**src/rtl/booth_mult_scheduler.sv**
```systemverilog
// booth_mult_scheduler: operand FIFO, single-job issue FSM and result register around a sequential Booth multiplier
module booth_mult_scheduler #(
  parameter int N     = 32,
  parameter int DEPTH = 4,
  parameter int TAG_W = 4
) (
  input  logic             clk,
  input  logic             rst,
  input  logic             in_valid,
  output logic             in_ready,
  input  logic [N-1:0]     in_a,
  input  logic [N-1:0]     in_b,
  output logic             out_valid,
  input  logic             out_ready,
  output logic [2*N-1:0]   out_data,
  output logic [TAG_W-1:0] out_tag,
  output logic             busy,
  output logic             mul_load,
  output logic [N-1:0]     mul_a,
  output logic [N-1:0]     mul_b,
  input  logic             mul_done,
  input  logic [2*N-1:0]   mul_c
);
  localparam int AW = $clog2(DEPTH);
  typedef enum logic [1:0] {S_IDLE, S_ISSUE, S_WAIT} state_t;
  state_t state, state_nx;
  logic [N-1:0] fa [DEPTH];
  logic [N-1:0] fb [DEPTH];
  logic [TAG_W-1:0] ft [DEPTH];
  logic [AW-1:0] wp, rp;
  logic [AW:0] cnt, cnt_nx;
  logic [TAG_W-1:0] tag_cnt, job_tag;
  logic push, pop, done_ok;
  assign push = in_valid && in_ready;
  assign pop = state == S_IDLE && cnt != '0 && !out_valid;
  assign done_ok = state == S_WAIT && mul_done;
  assign cnt_nx = cnt + (AW+1)'(push) - (AW+1)'(pop);
  assign busy = cnt != '0 || state != S_IDLE || out_valid;
  always_comb begin
    state_nx = pop ? S_ISSUE : state == S_ISSUE ? S_WAIT : done_ok ? S_IDLE : state;
    mul_load = state == S_ISSUE;
  end
  always_ff @(posedge clk or posedge rst)
    if (rst) state <= S_IDLE;
    else state <= state_nx;
  always_ff @(posedge clk or posedge rst)
    if (rst) begin
      wp <= '0;
      rp <= '0;
      cnt <= '0;
      tag_cnt <= '0;
      in_ready <= 1'b1;
    end else begin
      wp <= push ? wp + 1'b1 : wp;
      rp <= pop ? rp + 1'b1 : rp;
      cnt <= cnt_nx;
      tag_cnt <= push ? tag_cnt + 1'b1 : tag_cnt;
      in_ready <= cnt_nx != (AW+1)'(DEPTH);
    end
  always_ff @(posedge clk)
    if (push) begin
      fa[wp] <= in_a;
      fb[wp] <= in_b;
      ft[wp] <= tag_cnt;
    end
  // operands stay put from pop through the whole wait, the multiplier samples late
  always_ff @(posedge clk or posedge rst)
    if (rst) begin
      mul_a <= '0;
      mul_b <= '0;
      job_tag <= '0;
      out_valid <= 1'b0;
      out_data <= '0;
      out_tag <= '0;
    end else begin
      mul_a <= pop ? fa[rp] : mul_a;
      mul_b <= pop ? fb[rp] : mul_b;
      job_tag <= pop ? ft[rp] : job_tag;
      out_valid <= done_ok ? 1'b1 : (out_valid && out_ready) ? 1'b0 : out_valid;
      out_data <= done_ok ? mul_c : out_data;
      out_tag <= done_ok ? job_tag : out_tag;
    end
endmodule

```
**config.mk**
```make
export PLATFORM = sky130hd
export DESIGN_NAME = booth_mult_scheduler
export DESIGN_NICKNAME = d
export VERILOG_FILES = /design/src/rtl/booth_mult_scheduler.sv
export SDC_FILE = /design/constraint.sdc
export NUM_CORES = 1
export LEC_CHECK = 0
export CORE_MARGIN = 2
export CORE_UTILIZATION = 53
export DETAILED_ROUTE_END_ITERATION = 16
export GPL_TIMING_DRIVEN = 0
export MAX_ROUTING_LAYER = met4
export PLACE_DENSITY = 0.8
export SLEW_MARGIN = 20
export SYNTH_ARGS = -nofsm -noshare
export SYNTH_HDL_FRONTEND = slang
export SYNTH_SLANG_ARGS = --single-unit
```
**constraint.sdc**
```tcl
create_clock -name clk -period 5.7 [get_ports clk]
set_clock_uncertainty 0.1 [all_clocks]
set_input_delay 1.14 -clock clk [delete_from_list [all_inputs] [get_ports clk]]
set_output_delay 1.14 -clock clk [all_outputs]
set_load 0.05 [all_outputs]
```
==> impl_metrics.toml, run 1 <==
[outcome]
status = "complete, no violations"

[route]
detail_route.wl_per_cell_um = 21.7
firstDrtPassIters = 4
wl_mm = 31.3
drtIter0Drc = 438
drc = 0
viasPerCell = 5.40
vias = 7770
drtAntennaViolNets = 0

[floorplan]
die_width_um = 176
ioPinCount = 269
die_h_um = 176
dieArea_mm2 = 0.0310
core_region_area_mm2 = 0.0289
placementRows = 62
initial_core_util = 0.542

[clocking]
clock_sinks = 423
cts_htree_levels = 2
post_cts_buffers = 0
ctsHoldBuffers = 0
cts_tree = "yes"
clockBufferDepth = 3
cts_buffers = 42
cts_root_buffer = "clkbuf_16"
cts.clk_slew.worst_paths_ps = 60
cts_resized = 0
clock_latency_ps = 530

[synth]
synth_xor_area_frac = 0.00447
yosys.area_share.simple = 0.00622
synthCells = 704
synth.distinct_cells = 28
syn_area_mm2 = 0.0157
ys_ff_latch = 423
seq_area_frac_synth = 0.762
syn_nets = 845
yosys_warnings = 0
yosys.area_share.adder = 0.00686
synth_compound_area_frac = 0.00128
synthMuxAreaShare = 0.201
syn_area_per_cell_um2 = 22.3
synth_top_family_by_area = "multiplexers"

[timing]
drv_slew = 0
final_hold_viol_count = 0
fmax_ghz = 0.304
tightest_slew_ps = 752
rsz0062_at_grt = "no"
worst_hold_slack_ps = 401
fin_setup_tns_ps = 0
period_needed_ps = 3290
timing.final.ws_setup_ps = 2410
slew_headroom = 0.498
post-route-period-util = 0.577
setup_viol = 0

[place]
io_buffers = 268
place_area_mm2 = 0.0190
dpl.hpwl_mm = 20.0
place_ws_ps = 2190
dp_cells = 1361
place.gp.congestion = 0.740

[final_layout]
fin_area_mm2 = 0.0204
drive_gt1_frac = 0.291
nNetsFinal = 1162
final_cells = 1440
fin_util = 0.706
synthToLayoutAreaGrowth_pct = 30.2

[grt]
grt_util_all_layers = 0.212
grt_max_degree = 84
grt_pass1_wl_mm = 48.4
grt_pass1_vias = 8440
antenna_found_initial = 1
grt-ovfl-total = 0

[power]
power.density_mw_per_mm2 = 634
p_leak_nw = 7.45
ir_drop_mv = 0.399
combPwrFrac = 0.423
total_power_mw = 12.9
power_switching_mw = 4.67
power_frac_seq = 0.362
clock_power_share = 0.215
p_int_mw = 8.27
swShare = 0.361

[critical_path]
cpMaxStageDelayCell = "clkdlybuf4s50_1"
worst-path-max-fanout = 3
cpLargestDelayFamily = "buffers and inverters"
path_buf_inv = 1
criticalPathCategory = "reg -> out"
cp.arrival_ps = 2050
crit_chain = "nor3_1, nand2_1, clkdlybuf4s50_1"
cp-end-kind = "output pin"
cp-start-kind = "flop"
r2r_slack_ps = 3030
cp_data_required_time_ps = 4460
max_stage_delay_ps = 740

[run]
cap_violations = 0

[min_path]
hp-class = "reg -> reg"
==> worst paths after layout <==
kind | to | start | cells after the start
setup reg to reg | in_ready | cnt[0] | 11
hold reg to reg | out_tag[2] | job_tag[2] | 1
hold / removal | out_tag[2] | job_tag[2] | 1
max in group asynchronous | mul_a[27] | rst | 3
min in group asynchronous | out_data[30] | rst | 2
setup / recovery | busy | cnt[0] | 3
==> placed cells by master, fill, tap and decap left out, drive strengths merged <==
master         netlist  final
and3b                1      1
mux4                68     68
fa                   1      1
nand3b               1      1
inv                  8      8
o21ai                1      1
dfrtp              150    150
mux2               138    138
and3                 4      4
xnor2                5      5
ha                   7      7
nand2                3      3
a21o                 2      2
buf                 28     33
nand3                2      2
bufinv               0      4
clkinv               0     13
clkbuf               2     63
dfstp                1      1
nor2b                2      2
xor2                 3      3
diode                0      1
dlygate4sd1          1      1
nor3                 2      2
clkdlybuf4s50        0    268
nor2                 2      2
edfxtp             272    272
==> power groups by stage <==
stage               Combinational (mW)  Sequential (mW)  Clock [mW]
floorplan                         2.09             6.38           0
global placement                  5.41             4.75           0
detailed placement                5.55             4.74           0
CTS                               5.56             4.70        2.83
global route                      5.76             4.79        2.96
finish                            5.48             4.68        2.78
==> metal layers <==
metal  part of all wire  GRT usage  vias to the layer above  routed length, um
met5                  0          -                        -                  0
met4              0.019     0.0489                        0                591
met2               0.51      0.354                      285              15900
met1               0.40      0.264                     4019              12600
met3              0.070     0.0521                       50               2200
li1                   -          -                     3416                  -
==> final cells by class <==
| cell class | instances | area, um^2 |
|---|---|---|
| inverter | 8 | 37.5 |
| timing repair buffer | 273 | 2810 |
| clock inverter | 17 | 181 |
| multi-input combinational | 242 | 3470 |
| tap | 384 | 480 |
| sequential | 423 | 11900 |
| buffer | 31 | 259 |
| fill | 1793 | 8520 |
| antenna | 1 | 2.50 |
| clock buffer | 61 | 1230 |
==> synthesized netlist by cell type (all sizes together) <==
| library cell | number | area [um^2] |
|---|---|---|
| xor2 | 3 | 26.3 |
| nor3 | 2 | 15.0 |
| dfstp | 1 | 26.3 |
| xnor2 | 5 | 43.8 |
| ha | 7 | 87.6 |
| mux4 | 68 | 1530 |
| and3b | 1 | 8.76 |
| fa | 1 | 20.0 |
| nand3 | 2 | 10.0 |
| clkbuf | 2 | 8.75 |
| nor2b | 2 | 12.5 |
| dfrtp | 150 | 3750 |
| buf | 28 | 241 |
| and3 | 4 | 25.0 |
| a21o | 2 | 15.0 |
| dlygate4sd1 | 1 | 8.76 |
| nor2 | 2 | 7.51 |
| o21ai | 1 | 5.00 |
| nand3b | 1 | 7.51 |
| edfxtp | 272 | 8170 |
| mux2 | 138 | 1630 |
| inv | 8 | 30.0 |
| nand2 | 3 | 11.3 |
==> registers in the layout, summed over array words and instances, names as in the netlist, 3 cells and up <==
signal	cells
fb	128
mul_b	32
out_data	64
ft	16
tag_cnt	4
out_tag	4
job_tag	4
mul_a	32
cnt	3
fa	128
==> worst register-to-register path, stage by stage, from the launching register on <==
cell     delay, ps
dfrtp_1        390
nor3_1         300
nor2b_1         80
buf_4          210
buf_6          180
ha_1           270
inv_1           40
ha_1           180
fa_1           390
xnor2_1        150
xnor2_1        210
nand2_1         80
==> logic make-up (layout without fill, tap and decap cells) <==
| group | Yosys count | count (layout) |
|---|---|---|
| AO/OA/AOI/OAI | 3 | 3 |
| XOR/XNOR | 8 | 8 |
| adder cells (fa/ha/maj) | 8 | 8 |
| buffers and inverters | 39 | 390 |
| flip-flops | 423 | 423 |
| multiplexers | 206 | 206 |
| other | 0 | 1 |
| AND/OR/NAND/NOR | 17 | 17 |
No activity file was read; power rests on OpenSTA's default activity.
==> run 2: changes to the inputs <==
==> constraint.sdc (replaced) <==
create_clock -name clk -period 3.2 [get_ports clk]
set_clock_uncertainty 0.1 [all_clocks]
set_input_delay 0.64 -clock clk [delete_from_list [all_inputs] [get_ports clk]]
set_output_delay 0.64 -clock clk [all_outputs]
set_load 0.05 [all_outputs]
==> run 2 against run 1 <==
Wire length up 1.2%. Sequential share of layout area shrank 0.34 points. Non-clock buffer count is 5 higher. Global-route usage is 0.31 points higher. Power is 78% higher. Worst hold slack improved by 0.58 ps. Combinational power is 78% higher. Clock-buffer cell count is 3 higher. Critical path type unchanged. Highest routed layer unchanged.
==> impl_metrics.toml, run 2 (synthesis results as in run 1) <==
[outcome]
status = "complete, no violations"

[final_layout]
mostFrequentLayoutCell = "edfxtp_1"
drive_gt1_frac = 0.296
nNetsFinal = 1167
fin_area_mm2 = 0.0205
final_cells = 1448
fin_util = 0.710
largestRegisters = "fa: 128 flops, fb: 128 flops, out_data: 64 flops"
synthToLayoutAreaGrowth_pct = 30.9
mostFrequentLayoutCells = "edfxtp_1, clkdlybuf4s50_1, dfrtp_1"

[route]
wl_mm = 31.7
detail_route.wl_per_cell_um = 21.9
vias = 7715
viasPerCell = 5.33
drtAntennaViolNets = 0
drc = 0
drtIter0Drc = 461
firstDrtPassIters = 4

[clocking]
post_cts_buffers = 0
clock_latency_ps = 530
clock_sinks = 423
cts_tree = "yes"
cts_root_buffer = "clkbuf_16"
cts_htree_levels = 2
cts_resized = 0
clockBufferDepth = 3
cts_buffers = 42
cts.clk_slew.worst_paths_ps = 60
ctsHoldBuffers = 0

[timing]
rsz0062_at_grt = "no"
tightest_slew_ps = 740
final_hold_viol_count = 0
setup_viol = 0
post-route-period-util = 0.895
timing.final.ws_setup_ps = 336
worst_hold_slack_ps = 402
slew_headroom = 0.507
fin_setup_tns_ps = 0
fmax_ghz = 0.349
period_needed_ps = 2860
drv_slew = 0

[place]
io_buffers = 268
dpl.hpwl_mm = 20.8
place_ws_ps = 227
place.gp.congestion = 0.766
dp_cells = 1366
place_area_mm2 = 0.0191

[run]
cap_violations = 0

[grt]
grt_max_degree = 39
grt-ovfl-total = 0
grt_util_all_layers = 0.215
antenna_found_initial = 3
grt_pass1_vias = 8436
grt_pass1_wl_mm = 48.8

[power]
power.density_mw_per_mm2 = 1120
total_power_mw = 23.1
p_leak_nw = 7.49
ir_drop_mv = 0.678

[floorplan]
die_width_um = 176
dieArea_mm2 = 0.0310
core_region_area_mm2 = 0.0289
placementRows = 62
die_h_um = 176
ioPinCount = 269
initial_core_util = 0.542

[critical_path]
reg2reg_depth = 11
max_stage_delay_ps = 750
crit_start = "state[0]"
worst-path-max-fanout = 5
cp-endpoint = "busy"
cp_data_required_time_ps = 2460
cp.arrival_ps = 2120
cp-end-kind = "output pin"
crit_chain = "nor3_2, nand2_1, clkdlybuf4s50_1"
r2r_slack_ps = 460
cp-start-kind = "flop"
criticalPathCategory = "reg -> out"
rr_endpoint = "in_ready"
cpMaxStageDelayCell = "clkdlybuf4s50_1"
r2r-start = "state[0]"

[min_path]
hp-class = "reg -> reg"
-- run 2: layout make-up --
class	count	area, um^2
inverter	8	33.8
clock inverter	14	176
buffer	31	259
antenna	4	10.0
timing repair buffer	278	2920
sequential	423	11900
multi-input combinational	242	3470
fill	1744	8400
tap	384	480
clock buffer	64	1240
-- run 2: where the power goes --
group	switching (mW)	leakage (nW)	total, mW	internal [mW]
clock	1.96	0.683	4.96	3.00
combinational	5.63	2.54	9.78	4.14
sequential	0.736	4.27	8.35	7.61
-- run 2: per-layer routing --
layer | part of all wire | track usage | vias to the layer above
met4 | 0.018 | 0.0520 | 0
met5 | 0 | - | -
met2 | 0.51 | 0.357 | 236
met1 | 0.41 | 0.270 | 3992
li1 | - | - | 3435
met3 | 0.064 | 0.0512 | 52
-- run 2: worst min-delay path by stage --
stage	from	end	slack [ps]	cells past startpoint
6_report	out_data[44]	out_data[44]	400	1
5_1_grt	out_data[56]	out_data[56]	420	1
3_3_place_gp	out_data[25]	out_data[25]	390	1
3_5_place_dp	out_data[1]	out_data[1]	390	1
4_1_cts	out_data[34]	out_data[34]	400	1
2_1_floorplan	job_tag[0]	job_tag[0]	380	1
-- run 2: worst max-delay path, delay by kind of cell (launching register included) --
family	cells	cell delay, ps
buffers and inverters	1	750
and+or+nand+nor	2	420
DFF	1	420
==> run 3: changes to the inputs <==
--- a/config.mk
+++ b/config.mk
@@ -11,6 +11,8 @@
 export GPL_TIMING_DRIVEN = 0
 export MAX_ROUTING_LAYER = met4
 export PLACE_DENSITY = 0.8
+export REMOVE_ABC_BUFFERS = 1
+export SKIP_CTS_REPAIR_TIMING = 1
 export SLEW_MARGIN = 20
 export SYNTH_ARGS = -nofsm -noshare
 export SYNTH_HDL_FRONTEND = slang
==> run 3 against run 2 <==
Worst setup slack got worse by 35 ps. First-iteration DRC count decreased by 19%. Worst hold slack got worse by 1.4 ps. Critical path type unchanged. Largest cell class unchanged.
==> impl_metrics.toml, run 3 (synthesis results as in run 1) <==
[final_layout]
largestRegisters = "fa: 128 flops, fb: 128 flops, out_data: 64 flops"
nNetsFinal = 1142
fin_area_mm2 = 0.0202
mostFrequentLayoutCell = "edfxtp_1"
mostFrequentLayoutCells = "edfxtp_1, clkdlybuf4s50_1, dfrtp_1"
drive_gt1_frac = 0.277
synthToLayoutAreaGrowth_pct = 29.0
fillers = 1746

[place]
io_buffers = 268
place_area_mm2 = 0.0190
place.gp.congestion = 0.768
dpl.hpwl_mm = 20.1

[floorplan]
die_h_um = 176
core_region_area_mm2 = 0.0289
ioPinCount = 269
dieArea_mm2 = 0.0310
die_width_um = 176
placementRows = 62
initial_core_util = 0.542

[clocking]
cts_root_buffer = "clkbuf_16"
cts.clk_slew.worst_paths_ps = 60
clock_sinks = 423
cts_htree_levels = 2
clock_latency_ps = 520
cts_tree = "yes"
cts_buffers = 42
clockBufferDepth = 3

[power]
power_frac_seq = 0.376
clock_power_share = 0.199
combPwrFrac = 0.425
p_int_mw = 14.3
p_leak_nw = 7.33
power.density_mw_per_mm2 = 1120
swShare = 0.364
total_power_mw = 22.6
power_switching_mw = 8.22
ir_drop_mv = 0.732

[timing]
fmax_ghz = 0.345
final_hold_viol_count = 0
slew_headroom = 0.569
period_needed_ps = 2900
fin_setup_tns_ps = 0
setup_viol = 0
tightest_slew_ps = 644
rsz0062_at_grt = "no"
post-route-period-util = 0.906
drv_slew = 0

[min_path]
min_path_cells = 1
hold_end = "job_tag[2]"
hold_start = "job_tag[2]"
hp-class = "reg -> reg"

[critical_path]
r2r-start = "cnt[0]"
cp-start-kind = "flop"
worst-path-max-fanout = 3
reg2reg_depth = 10
criticalPathCategory = "reg -> out"
r2r_slack_ps = 520
cp.arrival_ps = 2160
rr_endpoint = "in_ready"
cp_data_required_time_ps = 2460
cp-end-kind = "output pin"

[route]
firstDrtPassIters = 4
drc = 0
detail_route.wl_per_cell_um = 21.8
drtAntennaViolNets = 0
wl_mm = 30.9
vias = 7632
drtIter0Drc = 374
viasPerCell = 5.38

[grt]
antenna_found_initial = 1
grt-ovfl-total = 0
grt_util_all_layers = 0.209
grt_pass1_vias = 8449
grt_pass1_wl_mm = 48.0
grt_max_degree = 104

[run]
cap_violations = 0

[outcome]
status = "complete, no violations"
-- run 3: changes by cell type in the layout (fill, tap and decap cells not counted), moves of 3 or more --
cell        change
buf_4           -3
diode_2         -3
buf_6          -12
clkinvlp_4      -4
buf_2          -10
clkbuf_1        +3
bufinv_16       -4
-- run 3: area by class of cell --
class                   count  area (um^2)  area share
diodes                      1         2.50    0.000124
clock buffers              67         1220      0.0601
clock inverters             9         48.8     0.00241
inverters                   8         37.5     0.00185
multi-input cells         242         3480       0.172
flip-flops and latches    423        12000       0.591
well taps                 384          480      0.0237
repair buffers            284         3020       0.149
-- run 3: power by group through the flow --
stage | clock network, mW | logic, mW | registers, mW
final | 4.49 | 9.60 | 8.48
after global routing | 4.83 | 10.1 | 8.66
after CTS | 4.60 | 9.74 | 8.51
after detailed placement | 0 | 9.70 | 8.60
after global placement | 0 | 8.85 | 8.86
after floorplan | 0 | 3.39 | 11.7
-- run 3: per-layer routing --
metal  vias up  track usage  wire length [um]
met5         -            -                 0
met4         0       0.0455               539
met3        47       0.0575              2480
met2       268        0.361             15700
met1      3933        0.249             12100
li1       3384            -                 -
-- run 3: how the worst max path moves through the flow --
stage	from	endpoint
after detailed placement	in_valid	in_ready
after CTS	cnt[0]	busy
after global routing	cnt[0]	busy
after floorplan	out_valid	in_ready
after global placement	state[0]	in_ready
final	cnt[0]	busy
-- run 3: worst max-delay path: stages (launching register included) --
cell and delay (ps):
dfrtp_1 390, nor3_1 430, nand2_1 100, clkdlybuf4s50_1 720
-- run 3: stage by stage --
stage                     hold WS (ps)  std cells  setup slack (ps)   util
after floorplan                    377        673             -2860      -
after global placement             386       1325             -5520  0.643
after detailed placement           392       1341               153  0.656
after CTS                          405       1417               249  0.699
after global routing               414       1418               146  0.699
final                              400       1418               301  0.699
